File: src/rtl/lemonpc_pkg.sv
// lemonpc_pkg: shared load-size encodings, reset values and LSU result entry layout
package lemonpc_pkg;
  localparam int REG_AW = 5;
  localparam int XLEN = 64;
  localparam logic [1:0] SZ_B = 2'd0;
  localparam logic [1:0] SZ_H = 2'd1;
  localparam logic [1:0] SZ_W = 2'd2;
  localparam logic [1:0] SZ_D = 2'd3;
  localparam logic RST_WEN = 1'b0;
  typedef struct packed {
    logic [REG_AW-1:0] rd;
    logic [XLEN-1:0]   data;
    logic [1:0]        size;
    logic              is_unsigned;
  } lsu_entry_t;
endpackage

File: src/rtl/wb_fifo.sv
// wb_fifo: small synchronous FIFO buffering LSU results until the write port is free
module wb_fifo #(
  parameter int WIDTH = 8,
  parameter int DEPTH = 2
) (
  input  logic                     clk,
  input  logic                     rst,
  input  logic                     push,
  input  logic                     pop,
  input  logic [WIDTH-1:0]         wdata,
  output logic [WIDTH-1:0]         rdata,
  output logic                     full,
  output logic [$clog2(DEPTH):0]   count
);
  localparam int PW = $clog2(DEPTH);
  logic [WIDTH-1:0] mem [DEPTH];
  logic [PW-1:0] wp, rp;
  logic do_push, do_pop;
  assign full = count == (PW+1)'(DEPTH);
  assign do_push = push && !full;
  assign do_pop = pop && count != '0;
  assign rdata = mem[rp];
  // pointers wrap naturally since DEPTH is a power of two
  always_ff @(posedge clk)
    if (rst) begin
      wp <= '0;
      rp <= '0;
      count <= '0;
    end else begin
      if (do_push) begin
        mem[wp] <= wdata;
        wp <= wp + 1'b1;
      end
      if (do_pop) rp <= rp + 1'b1;
      count <= count + (PW+1)'(do_push) - (PW+1)'(do_pop);
    end
endmodule

File: src/rtl/regfile_writeback.sv
// regfile_writeback: arbitrates ALU and buffered load results onto the register file write port
module regfile_writeback
  import lemonpc_pkg::*;
#(
  parameter int ADDR_WIDTH = REG_AW,
  parameter int DATA_WIDTH = XLEN,
  parameter int FIFO_DEPTH = 2
) (
  input  logic                  clk,
  input  logic                  rst,
  input  logic                  iss_valid,
  input  logic                  iss_async,
  input  logic [ADDR_WIDTH-1:0] iss_rd,
  input  logic [ADDR_WIDTH-1:0] rs1,
  input  logic [ADDR_WIDTH-1:0] rs2,
  output logic                  stall,
  input  logic                  alu_valid,
  input  logic [ADDR_WIDTH-1:0] alu_rd,
  input  logic [DATA_WIDTH-1:0] alu_data,
  input  logic                  lsu_valid,
  output logic                  lsu_ready,
  input  logic [ADDR_WIDTH-1:0] lsu_rd,
  input  logic [DATA_WIDTH-1:0] lsu_data,
  input  logic [1:0]            lsu_size,
  input  logic                  lsu_unsigned,
  output logic                  wen,
  output logic [ADDR_WIDTH-1:0] rd,
  output logic [DATA_WIDTH-1:0] dataD
);
  localparam int NREG = 2**ADDR_WIDTH;
  localparam int EW = ADDR_WIDTH + DATA_WIDTH + 3;
  logic full, has_head, push, pop, sel, set;
  logic [$clog2(FIFO_DEPTH):0] count;
  logic [EW-1:0] head;
  logic [ADDR_WIDTH-1:0] h_rd, sel_rd;
  logic [DATA_WIDTH-1:0] h_data, ext, sel_data;
  logic [1:0] h_size;
  logic h_uns, s8, s16, s32;
  logic [NREG-1:0] busy, busy_nxt;
  assign lsu_ready = !full && !rst;
  assign push = lsu_valid && lsu_ready;
  assign has_head = count != '0;
  assign pop = !alu_valid && has_head;
  wb_fifo #(.WIDTH(EW), .DEPTH(FIFO_DEPTH)) u_fifo (
    .clk(clk), .rst(rst), .push(push), .pop(pop),
    .wdata({lsu_rd, lsu_data, lsu_size, lsu_unsigned}),
    .rdata(head), .full(full), .count(count)
  );
  assign {h_rd, h_data, h_size, h_uns} = head;
  // extension is applied on the way out so the buffer stores raw load data
  assign s8 = !h_uns && h_data[7];
  assign s16 = !h_uns && h_data[15];
  assign s32 = !h_uns && h_data[31];
  assign ext = h_size == SZ_B ? {{(DATA_WIDTH-8){s8}}, h_data[7:0]} :
               h_size == SZ_H ? {{(DATA_WIDTH-16){s16}}, h_data[15:0]} :
               h_size == SZ_W ? {{(DATA_WIDTH-32){s32}}, h_data[31:0]} : h_data;
  assign sel = alu_valid || has_head;
  assign sel_rd = alu_valid ? alu_rd : h_rd;
  assign sel_data = alu_valid ? alu_data : ext;
  // register the chosen write; x0 writes are suppressed, idle cycles hold rd/dataD
  always_ff @(posedge clk)
    if (rst) begin
      wen <= RST_WEN;
      rd <= '0;
      dataD <= '0;
    end else begin
      wen <= sel && sel_rd != '0;
      if (sel) begin
        rd <= sel_rd;
        dataD <= sel_data;
      end
    end
  assign set = iss_valid && iss_async;
  // a new issue to the same rd as the popped load overrides the clear
  assign busy_nxt = (busy & ~(pop ? NREG'(1) << h_rd : '0)) | (set ? NREG'(1) << iss_rd : '0);
  // busy scoreboard; bit 0 is forced low so x0 never stalls decode
  always_ff @(posedge clk)
    if (rst) busy <= '0;
    else busy <= busy_nxt & ~NREG'(1);
  assign stall = busy[rs1] | busy[rs2];
endmodule
File: config.mk
export PLATFORM = sky130hd
export DESIGN_NAME = regfile_writeback
export DESIGN_NICKNAME = d
export VERILOG_FILES = /design/src/rtl/lemonpc_pkg.sv /design/src/rtl/wb_fifo.sv /design/src/rtl/regfile_writeback.sv
export SDC_FILE = /design/constraint.sdc
export NUM_CORES = 1
export LEC_CHECK = 0
export CAP_MARGIN = 40
export CORE_ASPECT_RATIO = 0.7
export CORE_UTILIZATION = 45
export DETAILED_ROUTE_END_ITERATION = 12
export PLACE_DENSITY = 0.72
export SYNTH_ARGS = -nofsm -noshare
export SYNTH_HDL_FRONTEND = slang
export SYNTH_HIERARCHICAL = 1
export SYNTH_SLANG_ARGS = --single-unit
File: constraint.sdc
create_clock -name clk -period 16.5 [get_ports clk]
set_input_delay 4.125 -clock clk [delete_from_list [all_inputs] [get_ports clk]]
set_output_delay 4.125 -clock clk [all_outputs]
set_load 0.02 [all_outputs]
## Yosys cells after proc, flatten, opt, wreduce, memory -nomap -nowiden

Memories as Yosys holds them, arrays and structs flattened. A register that Yosys moved wholly into a read port is not among the register bits.
Index checks and enable logic that the tools add are counted.

- Add/sub/neg operators: 4
- Order comparisons: 2
- Equal/unequal tests: 3
- Shift operators: 2
- Mux-type cells: 16
- Bitwise gates (word level): 4
- Reductions and logical operators: 18

Operators by type and width:

| operator | number |
|---|---|
| $mux W64 | 4 |
| $mux W32 | 2 |
| $shl A1 B5 Y32 const A | 2 |
| $and A32 B32 Y32 | 1 |
| $not A32 Y32 | 1 |
| $or A32 B32 Y32 | 1 |
| $lt A5 B6 Y1 const B | 2 |
| $bmux W1 S5 | 2 |
| $logic_and A1 B1 Y1 | 10 |
| $mux W1 | 7 |
| $mux W5 | 1 |
| $reduce_bool A5 Y1 | 1 |
| $eq A2 B2 Y1 const B | 2 |
| $logic_not A1 Y1 | 4 |
| $add A1 B1 Y1 const B | 2 |
| $add A2 B1 Y2 | 1 |
| $eq A2 B1 Y1 const B | 1 |
| $logic_not A2 Y1 | 1 |
| $reduce_bool A2 Y1 | 1 |
| $sub A2 B1 Y2 | 1 |
| $logic_or A1 B1 Y1 | 1 |
| $or A1 B1 Y1 | 1 |

- Register bits: 106
- RAM bits: 144
- Input port bits: 162
- Word-level logic and storage cells: 58
- Memories: 1

Memories:

| memory | words | width | read ports | clocked after memory_dff | write ports | line | text |
|---|---|---|---|---|---|---|---|
| u_fifo.mem | 2 | 72 | 1 | 1 | 1 | wb_fifo.sv:16 | `logic [WIDTH-1:0] mem [DEPTH];` |

## Longest topological paths before layout

- Word-level depth: 8
- Gate-level depth with buffers: 10
- Depth with buffers taken out: 10

## By module

The synthesis kept the hierarchy.

Modules (own cells, without submodules):

| module | times used | cells an instance | area an instance (sq um) |
|---|---|---|---|
| wb_fifo | 1 | 248 | 5,798.1 |
| regfile_writeback | 1 | 705 | 5,323.9 |

## Worst setup path before layout

No wires, ideal clock.

- Path kind: input to register
- Start: input port rst
- End: memory u_fifo/mem[1][0] (netlist bit), enable pin
- Library setup time: 0.607 ns
- Arrival: 10.194 ns
- Path slack: 5.699 ns
- Stages on the path: 5
- Cells stage by stage: clkbuf_1 nor2_1 and2_1 nand2b_4 nor3b_1

- Word-level cells in the longest chain between the ends: 7

Ends and longest elaborated chain:

| what | line | text |
|---|---|---|
| from (decl) | regfile_writeback.sv:10 | `input logic rst,` |
| $logic_not A1 Y1 | regfile_writeback.sv:40 | `assign lsu_ready = !full && !rst;` |
| $logic_and A1 B1 Y1 | regfile_writeback.sv:40 |  |
| named net lsu_ready | regfile_writeback.sv:21 | `output logic lsu_ready,` |
| $logic_and A1 B1 Y1 | regfile_writeback.sv:41 | `assign push = lsu_valid && lsu_ready;` |
| named net push | regfile_writeback.sv:32 | `logic full, has_head, push, pop, sel, set;` |
| $logic_and A1 B1 Y1 | wb_fifo.sv:20 | `assign do_push = push && !full;` |
| $mux W1 | wb_fifo.sv:30 | `if (do_push) begin` |
| $mux W1 | wb_fifo.sv:25 | `if (rst) begin` |
| $mux W1 (implied by the code) | wb_fifo.sv:31 | `mem[wp] <= wdata;` |
| to (decl) | wb_fifo.sv:16 |  |

The timed path passes the listed nets, and every way through them passes these cells.

## Final worst setup path

- Start: input port rs2[0]
- End: output port stall

- Word-level cells in the longest chain between the ends: 3

Ends and longest elaborated chain:

| what | line | text |
|---|---|---|
| from (decl) | regfile_writeback.sv:15 | `input logic [ADDR_WIDTH-1:0] rs2,` |
| $bmux W1 S5 | regfile_writeback.sv:80 | `assign stall = busy[rs1] \| busy[rs2];` |
| $mux W1 (implied by the code) | regfile_writeback.sv:80 |  |
| $or A1 B1 Y1 | regfile_writeback.sv:80 |  |
| to (decl) | regfile_writeback.sv:16 | `output logic stall,` |

Every way passes these cells. The select of a mux whose other input is x is not followed.

==> results.cfg <==
[status]
status = complete, no violations

[synth]
ys_ff_latch = 250
synth_fp_nets = 1117
yosys.area.top_type = edfxtp_1
synth.top_cell.area_share_pct = 38.88
ys.flop_type = edfxtp_1
ys_types = 50
synth-compound-area-share_pct = 14.94
synthAdderAreaFrac_pct = 0.2250
synth_mux_area_share_pct = 13.40
yosys-top-cells-count = 144 x edfxtp_1, 137 x a21oi_1, 119 x nand2_1
synth.avg_cell_area_um2 = 11.67
synth_xor_area_share_pct = 0.1575
yosys_warnings = 6
synthSimpleGateAreaFrac_pct = 9.472
synth-edff-count = 144
ys_seq_area_share_pct = 57.96
synth_top_family_by_area = compound AO/OA/AOI/OAI gates
async_flop_share_pct = 0
syn-cell-area_mm2 = 0.01112
netlist_top_cells_area = edfxtp_1 39%, dfxtp_1 19%, mux2_4 9.6%
synthCells = 953
yosysMostFrequentCell = edfxtp_1

[timing]
setup_violations = 0
min_period_over_period_pct = 64.81
clock_skew_ps = 12.22
maxSlewViolCount = 0
setup_ws_ps = 5807
hold_viol = 0
rsz0062_at_grt = false
max_slew_margin_pct = 38.79
setup_tns_ps = 0
worstMarginPinSlew_ps = 918.1
max_clock_freq_ghz = 0.09351
holdWs_ps = 499.3
period_minus_slack_ps = 10690

[routing]
first_iter_violations = 589
wl_met3_um = 2216
ant_nets = 0
wl_met2_um = 13190
routed_wl_um = 29460
first_pass_iters = 7
drc_errors = 0
met1_length_um = 13360
maxUsedRoutingLayer = met5
vias = 8242
drt-wirelength-per-cell_um = 19.68
avgViaCountPerCell = 5.506

[grt]
grt_pass1_wl_um = 45470
grtUsageTotal_pct = 22.83
grt_pass1_vias = 8079
antenna_found_initial = 3
grt_overflow = 0
grt_start_max_net_pins = 90

[floorplanning]
start_util_pct = 46.47
io-pin-count = 234
core.rowCount = 47
die_w_um = 189.9
dieArea_mm2 = 0.02536
core_area_mm2 = 0.02393
die_y_um = 133.5

[min_path]
min_from = busy[29]
hold_path.class = reg2reg

[placed_design]
gp_congestion = 0.8747
hpwlAfterDp_um = 19420
portBuffers = 233
place_ws_ps = 5812
dpl-instance-area_mm2 = 0.01360

[critical_path]
arrival_ps = 6570
cp_max_fo = 9
worstSetupStartpoint = rs2[0]
worstSetupPathType = in2out
crit_required_ps = 12380
endpoint_kind = output pin
start_kind = input pin
r2r_slack_ps = 12960

[finish]
drive_above_1_share_pct = 13.16
utilization_pct = 60.60
postLayoutCellArea_mm2 = 0.01450
synthToLayoutAreaGrowth_pct = 30.41
nets = 1323

[cts]
cts_tree = done
cts_hold_buf = 0
cts_max_path_buffers = 3
cts-root-buf = clkbuf_16
clk_latency_ps = 540
clk_pin_slew_ps = 60
clkSinkCount = 250
postCtsSetupRepairBufs = 0
cts_resized = 0
htreeDepth = 1
cts-buffers-inserted = 25

[flow_run]
max_cap_viol_count = 0

[power_and_ir_drop]
pwr_density_cell_mw_per_mm2 = 110.3
ir_drop_mv = 0.07682
p_leak_nw = 5.323
sequential cells by signal, indices dropped and copies added (netlist names), named ones only:
register      flops
u_fifo/rp         1
rd                5
u_fifo/wp         1
dataD            64
busy             31
u_fifo/count      2
u_fifo/mem      144
wen               1
worst max-delay path: stages:
cell and delay (ps):
clkdlybuf4s50_1 730, mux4_1 610, mux2_2 280, a31oi_1 160, o211ai_1 110, clkdlybuf4s50_1 550
metrics by stage:
stage / power, W / std cells
after global placement: 0.0009876 / 1445
after CTS: 0.001610 / 1496
final: 0.001599 / 1497
after detailed placement: 0.0009932 / 1450
after global routing: 0.001655 / 1496
after floorplan: 0.0008758 / 953
logic make-up after synthesis:
group,count (synthesis)
AND/OR/NAND/NOR,238
multiplexers,95
XOR/XNOR,2
adder cells (fa/ha/maj),2
flip-flops,250
buffers and inverters,74
AO/OA/AOI/OAI,292
layer usage:
metal / GRT usage (%) / vias up
met1: 32.41 / 4009
met3: 5.427 / 43
li1: - / 3894
met2: 34.91 / 294
met4: 6.048 / 2
met5: 0 / -
area by class of cell:
| cell class | instances | area [um2] |
|---|---|---|
| flip-flops and latches | 250 | 6450 |
| well taps | 318 | 397.9 |
| fillers | 1952 | 9430 |
| inverters | 3 | 11.26 |
| repair buffers | 250 | 2472 |
| clock inverters | 12 | 197.7 |
| multi-input cells | 629 | 4273 |
| diodes | 1 | 2.502 |
| clock buffers | 34 | 699.4 |
cells in the final DEF (no fill, tap or decap), types with 10 or more instances in the layout:
cell	instances
edfxtp_1	144
o21ai_1	10
dfxtp_1	105
a21o_1	32
mux2_4	71
buf_4	13
clkbuf_16	25
nor2_1	67
a21oi_1	137
o21ai_0	78
a211o_1	15
clkdlybuf4s50_1	231
nand2_1	119
worst paths after layout:
path                to  depth (start not counted)
min           busy[29]                          2
min reg2reg   busy[29]                          2
max reg2reg  dataD[36]                          7
max              stall                          6
where the power goes:
| group | internal [W] | switching, W | total (W) |
|---|---|---|---|
| registers | 0.000692 | 0.0000176 | 0.000709 |
| clock network | 0.000377 | 0.000243 | 0.000619 |
| logic | 0.000128 | 0.000143 | 0.000271 |
| total | 0.00120 | 0.000403 | 0.00160 |
No activity file was read; power rests on OpenSTA's default activity.
